### src/rtl/iir_pkg.sv
// iir_pkg: shared widths, coefficient defaults, sequencer states and LFSR helper for the IIR harness
package iir_pkg;
  localparam int NB = 12;
  localparam logic [NB-1:0] B0_DEF = 12'h0D3;
  localparam logic [NB-1:0] B1_DEF = 12'h1A6;
  localparam logic [NB-1:0] B2_DEF = 12'h0D3;
  localparam logic [NB-1:0] A1_DEF = 12'hA4C;
  localparam logic [NB-1:0] A2_DEF = 12'h2B6;
  localparam logic [NB-1:0] LFSR_TAPS = 12'hE08;
  typedef enum logic [1:0] {IDLE, RUN, DRAIN, DONE} state_t;
  function automatic logic [NB-1:0] lfsr_next(input logic [NB-1:0] s);
    return {s[NB-2:0], ^(s & LFSR_TAPS)};
  endfunction
endpackage

### src/rtl/iir_stim_harness_stim_source.sv
// stim_source: run sequencer, gapped valid pattern and LFSR sample generator
module stim_source
  import iir_pkg::*;
#(
  parameter int N_SAMPLES = 16,
  parameter int GAP_PERIOD = 8,
  parameter int DRAIN_CYCLES = 4,
  parameter logic [NB-1:0] SEED = 12'hACE
) (
  input  logic          clock,
  input  logic          reset,
  input  logic          start,
  output logic [NB-1:0] sample,
  output logic          sample_valid,
  output logic          done
);
  state_t state, state_nx;
  logic [15:0] c, n, d;
  logic [NB-1:0] lfsr;
  logic gap, emit;
  always_comb begin
    gap = (GAP_PERIOD != 0) && (c == 16'(GAP_PERIOD - 1));
    emit = (state == RUN) && !gap;
    state_nx = state == IDLE  ? (start ? RUN : IDLE) :
               state == RUN   ? ((emit && n == 16'(N_SAMPLES - 1)) ? DRAIN : RUN) :
               state == DRAIN ? ((d == 16'(DRAIN_CYCLES)) ? DONE : DRAIN) : DONE;
  end
  // done is the registered decode of the next state so it tracks DONE exactly
  always_ff @(posedge clock) begin
    if (reset) begin
      state <= IDLE;
      c <= '0;
      n <= '0;
      d <= '0;
      lfsr <= SEED;
      sample <= '0;
      sample_valid <= 1'b0;
      done <= 1'b0;
    end else begin
      state <= state_nx;
      done <= state_nx == DONE;
      sample_valid <= emit;
      c <= state == RUN ? (gap ? '0 : c + 16'd1) : '0;
      d <= state == DRAIN ? d + 16'd1 : '0;
      if (emit) begin
        sample <= lfsr;
        lfsr <= lfsr_next(lfsr);
        n <= n + 16'd1;
      end
    end
  end
endmodule

### src/rtl/iir_stim_harness.sv
// iir_stim_harness: drives the IIR filter with gapped LFSR samples and checksums its outputs
module iir_stim_harness
  import iir_pkg::*;
#(
  parameter int N_SAMPLES = 16,
  parameter int GAP_PERIOD = 8,
  parameter int DRAIN_CYCLES = 4,
  parameter logic [NB-1:0] SEED = 12'hACE,
  parameter logic [NB-1:0] B0 = B0_DEF,
  parameter logic [NB-1:0] B1 = B1_DEF,
  parameter logic [NB-1:0] B2 = B2_DEF,
  parameter logic [NB-1:0] A1 = A1_DEF,
  parameter logic [NB-1:0] A2 = A2_DEF
) (
  input  logic            clock,
  input  logic            reset,
  input  logic            start,
  output logic [NB-1:0]   dOut,
  output logic            vOut,
  output logic [3*NB-1:0] b,
  output logic [2*NB-1:0] a,
  input  logic [NB-1:0]   dIn,
  input  logic            vIn,
  output logic            end_sim,
  output logic [15:0]     sink_count,
  output logic [31:0]     sink_sum
);
  assign b = {B2, B1, B0};
  assign a = {A2, A1};
  stim_source #(
    .N_SAMPLES(N_SAMPLES),
    .GAP_PERIOD(GAP_PERIOD),
    .DRAIN_CYCLES(DRAIN_CYCLES),
    .SEED(SEED)
  ) u_src (
    .clock(clock),
    .reset(reset),
    .start(start),
    .sample(dOut),
    .sample_valid(vOut),
    .done(end_sim)
  );
  // sink runs in every sequencer state
  always_ff @(posedge clock) begin
    if (reset) begin
      sink_count <= '0;
      sink_sum <= '0;
    end else if (vIn) begin
      sink_count <= sink_count == 16'hFFFF ? sink_count : sink_count + 16'd1;
      sink_sum <= {sink_sum[30:0], sink_sum[31]} ^ {{(32-NB){dIn[NB-1]}}, dIn};
    end
  end
endmodule

### config.mk
export PLATFORM = sky130hd
export DESIGN_NAME = iir_stim_harness
export DESIGN_NICKNAME = d
export VERILOG_FILES = /design/src/rtl/iir_pkg.sv /design/src/rtl/iir_stim_harness_stim_source.sv /design/src/rtl/iir_stim_harness.sv
export SDC_FILE = /design/constraint.sdc
export NUM_CORES = 1
export LEC_CHECK = 0
export CELL_PAD_IN_SITES_DETAIL_PLACEMENT = 0
export CELL_PAD_IN_SITES_GLOBAL_PLACEMENT = 1
export CORE_ASPECT_RATIO = 0.6
export CORE_MARGIN = 4
export CORE_UTILIZATION = 40
export CTS_BUF_LIST = sky130_fd_sc_hd__clkbuf_16
export CTS_CLUSTER_DIAMETER = 150
export DETAILED_ROUTE_END_ITERATION = 10
export GPL_ROUTABILITY_DRIVEN = 0
export PLACE_DENSITY_LB_ADDON = 0.2
export SETUP_SLACK_MARGIN = 0.4
export SLEW_MARGIN = 20
export SYNTH_ARGS = -nofsm -noshare
export SYNTH_HDL_FRONTEND = slang
export SYNTH_HIERARCHICAL = 1
export SYNTH_SLANG_ARGS = --single-unit
### constraint.sdc
create_clock -name clock -period 4.3 [get_ports clock]
set_input_delay 1.29 -clock clock [delete_from_list [all_inputs] [get_ports clock]]
set_output_delay 1.29 -clock clock [all_outputs]
set_load 0.05 [all_outputs]
## Yosys cells after proc, flatten, opt, wreduce, memory -nomap -nowiden

Cells that the tools add are included.

| operators by class | value |
|---|---|
| bitwise gates (word level) | 4 |
| $add $sub $neg | 4 |
| equal/unequal tests | 7 |
| multiplexer cells | 6 |
| reductions and logical operators | 8 |

Operators with widths:

| cell | number |
|---|---|
| $add 16x1->16 const B | 4 |
| $eq 16x3->1 const B | 2 |
| $xor 32x32->32 | 1 |
| $eq 16x16->1 const B | 1 |
| $eq 16x4->1 const B | 1 |
| $reduce_xor 12->1 | 1 |
| $mux 2 | 4 |
| $eq 2x2->1 const B | 2 |
| $not 1->1 | 3 |
| $reduce_or 3->1 | 1 |
| $eq 2x1->1 const B | 1 |
| $logic_and 1x1->1 | 2 |
| $logic_not 2->1 | 1 |
| $mux 1 | 2 |
| $reduce_and 2->1 | 1 |
| $reduce_or 2->1 | 1 |
| $logic_not 1->1 | 1 |

| storage, ports and cells | value |
|---|---|
| output and inout bits | 122 |
| word-level logic and storage cells | 39 |
| input bits | 16 |
| bits in registers | 124 |

## Longest topological paths before layout

| logic depth | value |
|---|---|
| depth after elaboration | 8 |
| mapped depth | 8 |
| gate-level depth less buffers | 6 |

## By module

Netlist, hierarchy kept.

By module, submodules not included:

| module | instances | sequential area each (um2) | cells an instance | area an instance (um2) |
|---|---|---|---|---|
| stim_source | 1 | 1,441.4 | 358 | 3,260.6 |
| iir_stim_harness | 1 | 960.9 | 297 | 2,628.8 |

## Worst setup path before layout

Ideal clock, no wire load.

| path | value |
|---|---|
| kind | input port to flip-flop |
| start point | input port vIn |
| end point | register sink_count[15] |
| stages on the path | 4 |
| setup time | 0.121 ns |
| slack | 1.885 ns |
| path buffers | 0 |
| data required time | 4.179 ns |
| arrival | 2.294 ns |
| cell sequence | and4_4 nand4_2 nor4_1 mux2_2 |

| between the ends | value |
|---|---|
| longest elaborated chain between the ends | 1 |

RTL lines:

| element | line | source |
|---|---|---|
| start, declared | iir_stim_harness.sv:23 | `input logic vIn,` |
| $reduce_and 2->1 (no source line) | n/a |  |
| end signal, assigned | iir_stim_harness.sv:49 | `sink_count <= sink_count == 16'hFFFF ? sink_count : sink_count + 16'd1;` |
| end, declared | iir_stim_harness.sv:25 | `output logic [15:0] sink_count,` |

Every way passes these cells.
A chain may end at the register's enable or synchronous reset.

## Worst setup path after layout

| path | value |
|---|---|
| start point | register sink_count[2] |
| end point | output port sink_count[2] |

No word-level cell between the ends.

==> flow_summary.toml <==
[sta]
grt_setup_unrepaired = "false"
setup_tns_ns = 0
hold_viol_final = 0
worst_slew_pin_slew_ns = 1.07
period_needed_ns = 3.07
fmax_mhz = 325
fin_crit_sh = 0.715
maxSlewHeadroom = 0.290
finalSetupViolCount = 0
finalClockSkew_ns = 0.0136
maxSlewViolCount = 0

[synth]
synthArstFlopShare = 0
seq_area_frac_synth = 0.408
synth_area_per_cell_sq_um = 8.99
synth_common_cells = "120 x dfxtp_1, 65 x nor2_1, 64 x buf_4"
synth_top_area_cell = "dfxtp_1"
yosys-top-cells-area = "dfxtp_1 41%, buf_4 8.2%, xnor2_1 6.4%, nor2_1 4.1%, a211oi_1 4.1%"
yosys_warnings = 6
synth_cell_type_count = 52
synth.most_common_cell = "dfxtp_1"
synth_top_area_frac = 0.408
syn_area_sq_um = 5890
ys.flop_type = "dfxtp_1"
synth-edff-count = 0
synth.ff_latch_count = 120
syn_inst = 655

[power_and_ir_drop]
power_frac_comb = 0.157
clockPowerShare = 0.443
vdd_ir_drop_max_mv = 0.189
p_leak_nw = 2.41
p_int_mw = 2.05
seqPwrFrac = 0.400
power.net_switching_mw = 0.955
swShare = 0.318
totalPowerFinal_mw = 3.00
p_per_area_nw_per_um2 = 429

[clock_network]
cts_tree = "done"
cts_setup_buffers = 0
cts_resized = 0
cts_buffers = 17
cts.sinks = 120
clock_path_buffers = 2
htree_levels = 4
cts-root-buf = "clkbuf_16"
clkSlewWorstSetupHoldPaths_ns = 0.06
insertion_delay_ns = 0.41
holdBufCountCts = 0

[routing]
via_per_inst = 4.93
drtIter0Drc = 348
ant_nets = 0
drc = 0
wl_um = 12800
first_pass_iters = 4
route.vias.total = 4567
wl_per_cell_um = 13.8

[finish]
final_nets = 737
fillerInstances = 1375
diodes = 0
drive_above_1_share = 0.100
area_growth_pct = 18.7

[status]
status = "complete, no violations"

[die]
initial_core_util = 0.407
core_area_sq_um = 14500
row_count = 34
die_area_sq_um = 16800
die_x_um = 165
num_io_pins = 138
die_h_um = 102

[grt]
use_met1 = 0.222
grt.met2_usage = 0.219
use_met3 = 0.0609
grt_use_total = 0.155
grt_pass1_vias = 4246
busiest_layer = "met1"
grt_start_max_net_pins = 92
grt-ovfl-total = 0
antenna_found_initial = 0
grt_pass1_wl_um = 21300

[critical_path]
worstPathCellList = "clkdlybuf4s50_1"
worst-setup-path-type = "reg2out"
slowest_delay_ns = 0.87
worstPathArrival_ns = 1.78
critPathRequiredTime_ns = 3.01
cp_slowest_cell = "clkdlybuf4s50_1"
crit_path_start_kind = "flip-flop"
path_delay_family = "buffers and inverters"
path_max_fanout = 9
crit_buf_inv = 1
end_kind = "primary output"

[place]
dpl.hpwl_um = 8690
port_buffers = 77

[hold_path]
holdCritPathClass = "reg2reg"

[job]
drv_cap = 0
==> power groups by stage <==
stage / Combinational [mW] / Clock [mW] / Sequential [mW]
floorplan: 0.315 / 0 / 1.33
global placement: 0.468 / 0 / 1.22
detailed placement: 0.472 / 0 / 1.23
CTS: 0.473 / 1.37 / 1.20
global route: 0.501 / 1.42 / 1.21
finish: 0.471 / 1.33 / 1.20
==> per-layer routing <==
| layer | share of wire | vias up |
|---|---|---|
| li1 | - | 2320 |
| met1 | 0.51 | 2108 |
| met2 | 0.41 | 133 |
| met3 | 0.068 | 6 |
| met4 | 0.0065 | 0 |
| met5 | 0 | - |
==> path summary, 6_finish.rpt <==
check             slack, ns           from            end  depth (start not counted)
setup / recovery       1.23  sink_count[2]  sink_count[2]                          1
hold / removal         0.45     u_src/c[0]     u_src/c[0]                          1
setup reg to reg       1.79     u_src/c[0]     u_src/c[1]                          6
hold reg to reg        0.45     u_src/c[0]     u_src/c[0]                          1
==> area by class of cell <==
cell class	instances	area, sq um	area share
Tap cell	198	248	0.0354
Multi-Input combinational cell	485	2960	0.423
Timing Repair Buffer	80	786	0.112
Inverter	12	45.0	0.00644
Sequential cell	120	2400	0.344
Clock buffer	17	425	0.0609
Clock inverter	15	129	0.0184
==> logic make-up after synthesis <==
kind of cell	share of synthesized area
xor+xnor	0.0877
compound gates	0.149
flops	0.408
mux	0.00701
other cells	0.00128
buf+inv	0.127
simple gates	0.209
fa+ha+maj	0.0106
==> state kept, by name, indices dropped and copies added, names as in the netlist <==
signal	flops
u_src/state	2
sink_count	16
u_src/n	16
sink_sum	32
u_src/c	16
u_src/sample	12
u_src/sample_valid	1
u_src/done	1
u_src/d	16
u_src/lfsr	8
==> stage by stage <==
stage | cell area, sq um | setup WS (ns) | hold WS [ns] | cells | util
finish | 6990 | 1.23 | 0.446 | 927 | 0.483
global route | 6990 | 1.16 | 0.465 | 927 | 0.483
CTS | 6990 | 1.20 | 0.446 | 927 | 0.483
detailed placement | 6440 | 1.17 | 0.435 | 895 | 0.445
global placement | 6440 | 1.17 | 0.423 | 895 | 0.445
floorplan | 6110 | 1.89 | 0.411 | 713 | -
==> cell usage in the layout (no fill, tap or decap), types with 3 or more instances in the layout <==
cell / instances
and3_1: 5
o21ai_0: 6
o31ai_1: 13
buf_4: 4
nor2_1: 65
a21oi_1: 34
nor3_1: 9
ha_1: 5
nor4_1: 8
and4_1: 9
xor2_1: 16
or3_1: 19
clkbuf_16: 17
nand2_1: 53
o21ai_1: 5
nand4_2: 4
a211oi_1: 32
inv_1: 11
inv_6: 8
nand4_1: 11
o21ai_2: 5
a21oi_2: 16
conb_1: 60
nand3_1: 21
xnor2_1: 43
mux2i_1: 3
dfxtp_1: 120
clkdlybuf4s50_1: 75
or4_1: 17
Note: power is estimated with default switching activity, not from simulation.
